<file path="src/rtl/pipe_pkg.sv">
// Shared pipeline definitions: PC source encodings, hazard FSM states,
// and the hard-wired zero register number.
package pipe_pkg;

  localparam logic [1:0] PCSRC_SEQ = 2'd0;
  localparam logic [1:0] PCSRC_J   = 2'd1;
  localparam logic [1:0] PCSRC_JR  = 2'd2;

  localparam logic [4:0] REG_ZERO  = 5'd0;

  typedef enum logic {
    ST_RUN   = 1'b0,
    ST_STALL = 1'b1
  } hazard_state_t;

endpackage

</file>
<file path="src/rtl/hazard_ctrl_dep_match.sv">
// dep_match: register dependency comparator. A producer with a valid write
// to dst matches a consumer reading src; register 0 never matches.
module dep_match
  import pipe_pkg::*;
(
  input  logic       valid_i,
  input  logic [4:0] dst_i,
  input  logic [4:0] src_i,
  output logic       match_o
);

  assign match_o = valid_i && (dst_i == src_i) && (src_i != REG_ZERO);

endmodule

</file>
<file path="config.mk">
export PLATFORM = sky130hd
export DESIGN_NAME = dep_match
export DESIGN_NICKNAME = d
export VERILOG_FILES = /design/src/rtl/pipe_pkg.sv /design/src/rtl/hazard_ctrl_dep_match.sv
export SDC_FILE = /design/constraint.sdc
export NUM_CORES = 1
export LEC_CHECK = 0
export BUFFER_PORTS_ARGS = -buffer_cell sky130_fd_sc_hd__clkbuf_2
export CORE_AREA = 2 2 39 41
export DETAILED_ROUTE_END_ITERATION = 6
export DIE_AREA = 0 0 41 43
export GPL_ROUTABILITY_DRIVEN = 0
export SETUP_SLACK_MARGIN = 0.1
export SLEW_MARGIN = 20
export SYNTH_ARGS = -nofsm -noshare
export SYNTH_HDL_FRONTEND = slang
export SYNTH_SLANG_ARGS = --single-unit
</file>
<file path="constraint.sdc">
create_clock -name vclk -period 0.8
set_input_delay 0 -clock vclk [all_inputs]
set_output_delay 0 -clock vclk [all_outputs]
set_load 0.01 [all_outputs]
</file>
; After elaboration in Yosys (flattened, before gate mapping)
; Cells that the tools add are included.
[totals]
regBits = 0
input_bits = 11
output_inout_bits = 1
[op_classes]
n_eq_ne = 1
reduce_logical = 3
[ops]
columns = op, count
row1 = == test 5 bit, 1
row2 = nonzero test 5 bit, 1
row3 = logical AND 1 bit, 2

; Depth between registers and ports, before layout
; Gate-level depths: netlist of the first run.
[depth]
word_depth = 3
depth_mapped = 3
mapped_depth_nobuf = 3

; Worst setup path before layout of the first run
; Ideal clock, no wire load.
[synth_timing]
kind = input -> output
from = input src_i[4]
to = output match_o
arrival_ns = 0.550
required_ns = 0.800
slack_ns = 0.250
stages = 3
cell_sequence = or2_1 o21ai_0 and4_1
[synth_between]
elab_chain_len = 3
[synth_rtl]
columns = element, line_no
row1 = "start, declared", hazard_ctrl_dep_match.sv:8  ; input logic [4:0] src_i,
row2 = == test 5 bit, hazard_ctrl_dep_match.sv:12  ; assign match_o = valid_i && (dst_i == src_i) && (src_i != REG_ZERO);
row3 = logical AND 1 bit, hazard_ctrl_dep_match.sv:12
row4 = logical AND 1 bit (*), hazard_ctrl_dep_match.sv:12
row5 = "end, declared", hazard_ctrl_dep_match.sv:9  ; output logic match_o
; Mark *: on every way between the ends. The rest lies on a longest branch, timed or not.

; Worst setup path after layout of the first run
[layout_timing]
from = input dst_i[2]
to = output match_o
[layout_between]
elab_chain_len = 3
[layout_rtl]
columns = element, line_no
row1 = "start, declared", hazard_ctrl_dep_match.sv:7  ; input logic [4:0] dst_i,
row2 = == test 5 bit, hazard_ctrl_dep_match.sv:12
row3 = logical AND 1 bit (2 in a row), hazard_ctrl_dep_match.sv:12
; Every way passes these cells.

==> impl_metrics.toml, run 1 <==
[final_layout]
drive_gt1_frac = 0.6522
antenna_cells = 0
final_cell_mix = "clkbuf_2, xor2_1"
num-nets-final = 36
fin_util = 0.1347
nClkBuffers = 0
area_delta_synth_final_pct = 166.1
seq_cell_count = 0
final_common_cell = "clkbuf_2"
seqCellArea_um2 = 0

[detailed_routing]
routed_wirelength_um = 295
avgRoutedWirePerCell_um = 7.564
first_pass_iters = 1
route.detailed.drc = 0
vias_per_cell = 3.128
vias = 122
drt_iter0_drc = 0
drtAntennaViolNets = 0

[logic_synthesis]
seq_area_frac_synth = 0
yosysUniqueCellTypes = 8
post_synth.cell_area_avg_um2 = 7.007
syn_nets = 21
synth_cells = 10
synth_area_um2 = 70.07
yosysWarnings = 0

[timing]
setup_viol = 0
finalCritPeriodShare = 0.9542
hold_viol = 0
relSlewSlack = 0.8609
maxSlewViolCount = 0
period_needed_ps = 763.3
fmaxAchievable_ghz = 1.310
rsz0062_at_grt = "yes"
finalSetupTns_ps = 0
max_slew.worst_pin.slew_ps = 207.1
hold-worst-slack_ps = 378.5
setup_ws_ps = 36.67

[grt]
grt_max_degree = 3
grt_use_total = 0.02897
grt_pass1_vias = 90
antenna_found_initial = 0
grt_overflow = 0
grt_pass1_wl_um = 338

[worst_hold_path]
hp-class = "primary input to primary output"

[setup_path]
worst_setup_path_end_kind = "primary output"
cp_max_fo = 2
path_buf_inv = 2
worstSetupStartpointType = "primary input"
worst_path_dominant_cell_family = "simple AND/OR/NAND/NOR gates"
crit_type = "primary input to primary output"
crit_chain = "clkbuf_8, xor2_1, nor3_2, and4_1, clkbuf_2"
crit_required_ps = 800
arrival_ps = 760
crit_path_top_delay_cell = "and4_1"
critPathMaxStageDelay_ps = 190

[pwr]
p_leak_nw = 0.08666
power_frac_comb = 1.000
switchingPower_mw = 0.03279
swShare = 0.4291
intPower_mw = 0.04364
p_seq_frac = 0
clkPwrFrac = 0
irDropWorstVdd_uv = 73.42
power_density_mw_per_mm2 = 410.0

[floorplan]
die_y_um = 43
dieArea_mm2 = 0.001763
fp.coreArea_mm2 = 0.001384
fp.dieW_um = 41
start_util = 0.05063
row_count = 14
num_io_pins = 12

[clocking]
cts_setup_buffers = 0

[placement]
place_ws_ps = -106.5
port_buffers = 12

[flow_run]
timing.max_cap.violations = 0

[outcome]
outcome = "complete, no violations"
==> synthesized netlist by cell type <==
cell | instances | area share
or2_1 | 1 | 0.089
xor2_1 | 3 | 0.38
xnor2_1 | 1 | 0.13
nor4_1 | 1 | 0.089
nand2_1 | 1 | 0.054
nor3_1 | 1 | 0.071
o21ai_0 | 1 | 0.071
and4_1 | 1 | 0.13
==> cells by family after synthesis <==
group	share of synthesized area
compound gates	0.07136
xor+xnor	0.5001
simple gates	0.4286
==> tightest hold or removal path, delay by kind of cell <==
family                 cells  cell delay [ps]
and+or+nand+nor            1              180
buffers and inverters      2              200
==> routing by layer <==
layer  up-vias  track usage  part of all wire
met5         -            0                 0
met4         0            0                 0
met3         0            0              0.17
met2        12      0.04688              0.33
met1        47      0.04430              0.51
li1         63            -                 -
==> through the flow <==
stage | power (mW) | cells | instance area [um2]
2_1_floorplan | 0.02089 | 10 | 70.07
3_3_place_gp | 0.06013 | 39 | 157.7
3_5_place_dp | 0.06147 | 39 | 157.7
4_1_cts | 0.07782 | 39 | 186.4
5_1_grt | 0.08411 | 39 | 186.4
6_report | 0.07643 | 39 | 186.4
==> path summary, 6_finish.rpt <==
path / cells after the start / to / slack, ps / from
min: 3 / match_o / 380 / valid_i
max: 5 / match_o / 40 / dst_i[2]
==> what timing repair did <==
item / CTS / global route
pin swaps: 5 / 1
hold buffers: 0 / 0
endpoints found under the setup margin: 1 / 1
resized for setup: 5 / 0
==> power groups by stage <==
stage	clock, mW	sequential [mW]	combinational, mW
6_report	0	0	0.0764
5_1_grt	0	0	0.0841
4_1_cts	0	0	0.0778
3_5_place_dp	0	0	0.0615
3_3_place_gp	0	0	0.0601
2_1_floorplan	0	0	0.0209
==> area by class of cell <==
type                       instances  area, um2
timing repair buffer              13      76.32
multi-input combinational         10      90.09
fill                             159       1197
tap                               16      20.02
(Power assumes the default switching activity.)
==> inputs of run 2 (changes only) <==
- PLACE_DENSITY: not set -> 0.3
==> run 2 against run 1 <==
The run now ends with setup timing left. Critical path depth grew 1. Non-clock buffer count increased by 1. Hold slack lost 37 ps. First-iteration DRC count unchanged. Setup slack got worse by 42 ps. Total power decreased by 6.1%. Via count shrank 2.5%. Wire length fell by 1.4%. Combinational power fell by 6.0%. Global-route usage up 0.70 points. Final cell count grew 2.6%.
==> impl_metrics.toml, run 2 (synthesized netlist as in run 1, its figures left out) <==
[detailed_routing]
routed_wirelength_um = 291
vias = 119
vias_per_cell = 2.975
drtAntennaViolNets = 0
first_pass_iters = 1
drt_iter0_drc = 0
avgRoutedWirePerCell_um = 7.275
route.detailed.drc = 0

[flow_run]
timing.max_cap.violations = 0

[timing]
finalSetupTns_ps = -5.252
max_slew.worst_pin.slew_ps = 196.8
hold-worst-slack_ps = 341.7
period_needed_ps = 805.3
rsz0062_at_grt = "yes"
finalCritPeriodShare = 1.007
relSlewSlack = 0.8677
maxSlewViolCount = 0
setup_ws_ps = -5.252
setup_viol = 1
fmaxAchievable_ghz = 1.242
hold_viol = 0

[grt]
use_met3 = 0.03665
grt_use_total = 0.03596
grt_pass1_wl_um = 455
grt_pass1_vias = 110
grt.busiest_layer = "met1"
antenna_found_initial = 0
use_met1 = 0.06013
grtUsageMet2 = 0.03125
grt_max_degree = 3
grt_overflow = 0

[final_layout]
final_cell_mix = "clkbuf_2, xor2_1, buf_6"
seqCellArea_um2 = 0
seq_cell_count = 0
drive_gt1_frac = 0.6250
final_common_cell = "clkbuf_2"
nClkBuffers = 0
antenna_cells = 0
num-nets-final = 37
area_delta_synth_final_pct = 158.9

[floorplan]
row_count = 14
dieArea_mm2 = 0.001763
fp.coreArea_mm2 = 0.001384
die_y_um = 43
num_io_pins = 12
fp.dieW_um = 41
start_util = 0.05063

[placement]
place_ws_ps = -58.09
port_buffers = 12

[setup_path]
arrival_ps = 810
crit_required_ps = 800
worst_setup_path_end_kind = "primary output"
worstSetupStartpointType = "primary input"
crit_type = "primary input to primary output"
cp_max_fo = 2

[pwr]
switchingPower_mw = 0.02670
p_leak_nw = 0.08991
intPower_mw = 0.04507
power_density_mw_per_mm2 = 395.6
swShare = 0.3720
power_frac_comb = 1.000
irDropWorstVdd_uv = 113.2
p_seq_frac = 0
clkPwrFrac = 0

[outcome]
violations = "setup timing"
outcome = "finished with violations"

[worst_hold_path]
hp-class = "primary input to primary output"

[clocking]
cts_hold_buffers = 0
cts_setup_buffers = 0
## run 2: changes by cell type in the layout (fill, tap and decap cells not counted), sizes merged
cell,change
buf,+3
clkbuf,-2
## run 2: stage by stage
stage / area, um2 / total power, mW / std cells / utilization
global placement: 165.2 / 0.06664 / 40 / 0.1193
CTS: 168.9 / 0.06680 / 40 / 0.1221
floorplan: 70.07 / 0.02089 / 10 / -
global route: 181.4 / 0.07955 / 40 / 0.1311
finish: 181.4 / 0.07177 / 40 / 0.1311
detailed placement: 165.2 / 0.06461 / 40 / 0.1193
## run 2: layout make-up
| class | instances | area (um2) |
|---|---|---|
| tap | 16 | 20.02 |
| multi-input combinational | 10 | 76.32 |
| timing repair buffer | 14 | 85.08 |
| fill | 164 | 1202 |
## run 2: power groups by stage
| stage | Combinational (mW) | Sequential, mW | Clock [mW] |
|---|---|---|---|
| 2_1_floorplan | 0.0209 | 0 | 0 |
| 3_3_place_gp | 0.0666 | 0 | 0 |
| 3_5_place_dp | 0.0646 | 0 | 0 |
| 4_1_cts | 0.0668 | 0 | 0 |
| 5_1_grt | 0.0795 | 0 | 0 |
| 6_report | 0.0718 | 0 | 0 |
## run 2: timing repair
action	CTS	global route
gates resized for setup	1	5
setup endpoints to repair	1	1
pin swaps	3	2
## run 2: routing by layer
| layer | routed length, um | vias up |
|---|---|---|
| met2 | 54 | 12 |
| li1 | - | 65 |
| met1 | 150 | 42 |
| met5 | 0 | - |
| met4 | 0 | 0 |
| met3 | 86 | 0 |
## run 2: critical path: stages
cell and delay, ps:
buf_6 100, buf_6 100, xor2_1 130, nor3_1 140, and4_1 210, buf_2 130
## run 2: path summary, 6_finish.rpt
path,start,to,slack [ps],cells past startpoint
setup / recovery,dst_i[2],match_o,-5,6
hold / removal,valid_i,match_o,340,3
==> inputs of run 3 (changes only) <==
- ABC_AREA: not set -> 1
==> run 3 against run 2 <==
The run now ends clean. Critical path depth grew 2. Design area grew 19%. Maximum frequency grew 32%. Final cell count grew 35%. Synthesized cell count grew to 2.6 times the previous value. Sequential cell count is the same.
==> impl_metrics.toml, run 3 <==
[grt]
grt_pass1_vias = 129
grt_overflow = 0
grt_use_total = 0.03197
grt_pass1_wl_um = 434
antenna_found_initial = 0
grt_max_degree = 4

[pwr]
power_density_mw_per_mm2 = 413.3
swShare = 0.4380
power_frac_comb = 1.000
clkPwrFrac = 0
finalPower_mw = 0.08946
p_seq_frac = 0
p_leak_nw = 0.1345
irDropWorstVdd_uv = 119.4
intPower_mw = 0.05027
switchingPower_mw = 0.03919

[setup_path]
critPathMaxStageDelay_ps = 130
worstSetupStartpointType = "primary input"
crit_chain = "clkbuf_2, inv_1, nand2_1, nand2_1, nor2_1, nand3_1, nor2_1, buf_2"
crit_required_ps = 800
crit_path_top_delay_cell = "buf_2"
path_buf_inv = 3
cp_max_fo = 2
worst_setup_path_end_kind = "primary output"
worst_path_dominant_cell_family = "simple AND/OR/NAND/NOR gates"
crit_type = "primary input to primary output"
arrival_ps = 610

[logic_synthesis]
yosysUniqueCellTypes = 7
yosysWarnings = 0
syn_nets = 37
yosys-top-cells-count = "nand2_1, inv_1, nor2_1"
synth_area_leaders = "nand2_1, inv_1, nor2_1"
post_synth.cell_area_avg_um2 = 4.090
yosysMostFrequentCell = "nand2_1"
synth_area_um2 = 106.4
yosysTopAreaCellShare = 0.3882
seq_area_frac_synth = 0
synth_cells = 26
synth_area_leader_cell = "nand2_1"

[outcome]
outcome = "complete, no violations"

[final_layout]
seqCellArea_um2 = 0
final_common_cell = "nand2_1"
area_delta_synth_final_pct = 103.5
num-nets-final = 51
drive_gt1_frac = 0.5263
multi_input_area_um2 = 87.58
fillers = 160
nClkBuffers = 0
seq_cell_count = 0
antenna_cells = 0
final_cell_mix = "nand2_1, clkbuf_2, inv_2"

[timing]
rsz0062_at_grt = "no"
hold-worst-slack_ps = 343.9
period_needed_ps = 609.3
fmaxAchievable_ghz = 1.641
setup_viol = 0
finalCritPeriodShare = 0.7616
hold_viol = 0
maxSlewViolCount = 0
finalSetupTns_ps = 0
relSlewSlack = 0.9050
max_slew.worst_pin.slew_ps = 141.4
setup_ws_ps = 190.7

[floorplan]
fp.coreArea_mm2 = 0.001384
die_y_um = 43
start_util = 0.07685
fp.dieW_um = 41
row_count = 14
dieArea_mm2 = 0.001763
num_io_pins = 12

[detailed_routing]
routed_wirelength_um = 324
avgRoutedWirePerCell_um = 6.000
vias = 170
drtAntennaViolNets = 0
first_pass_iters = 1
drt_iter0_drc = 0
route.detailed.drc = 0
vias_per_cell = 3.148

[placement]
dp_hpwl_um = 304.2
place_ws_ps = 140.3
port_buffers = 12

[flow_run]
timing.max_cap.violations = 0

[worst_hold_path]
hp-class = "primary input to primary output"
-- run 3: cell count changes after synthesis, moves of 2 or more --
cell     previous run  this run
nand2_1             1        11
nor2_1              0         4
inv_1               0         6
xor2_1              3         0
nand3_1             0         2
-- run 3: area by class of cell --
cell class                      count  area share
Inverter                            7      0.1214
Timing Repair Buffer               12      0.3815
Tap cell                           16     0.09249
Multi-Input combinational cell     19      0.4046
-- run 3: logic make-up after synthesis --
logic type / after synthesis / synth area share
buffers and inverters: 7 / 0.2470
XOR/XNOR: 1 / 0.08237
AO/OA/AOI/OAI: 1 / 0.04701
AND/OR/NAND/NOR: 17 / 0.6235
-- run 3: power by group through the flow --
stage	registers, mW	logic, mW	clock network [mW]
final	0	0.0895	0
after floorplan	0	0.0338	0
after global placement	0	0.0721	0
after detailed placement	0	0.0721	0
after CTS	0	0.0726	0
after global routing	0	0.0997	0
-- run 3: per-layer routing --
layer | part of all wire | global-route usage | wire [um] | vias to the layer above
met5 | 0 | 0 | 0 | -
met2 | 0.42 | 0.05313 | 137 | 7
li1 | - | - | - | 98
met4 | 0 | 0 | 0 | 0
met3 | 0.086 | 0 | 28 | 0
met1 | 0.49 | 0.04747 | 158 | 65
-- run 3: path summary, 6_finish.rpt --
path | start | end | cells past startpoint | slack (ps)
setup / recovery | dst_i[1] | match_o | 8 | 190
hold / removal | src_i[4] | match_o | 4 | 340
-- run 3: stage by stage --
stage | std cells | instance area, um2 | utilization
floorplan | 26 | 106.4 | -
global placement | 54 | 186.4 | 0.1347
detailed placement | 54 | 186.4 | 0.1347
CTS | 54 | 186.4 | 0.1347
global route | 54 | 216.5 | 0.1564
finish | 54 | 216.5 | 0.1564
-- run 3: tightest hold or removal path: stages --
cell and delay (ps):
clkbuf_2 100, a21oi_1 40, nor2_1 80, buf_2 130
-- run 3: repair_timing --
item                       CTS  global route
hold buffers                 0             0
buffers inserted             0             0
setup endpoints to repair    0             1
resized for setup            0            13
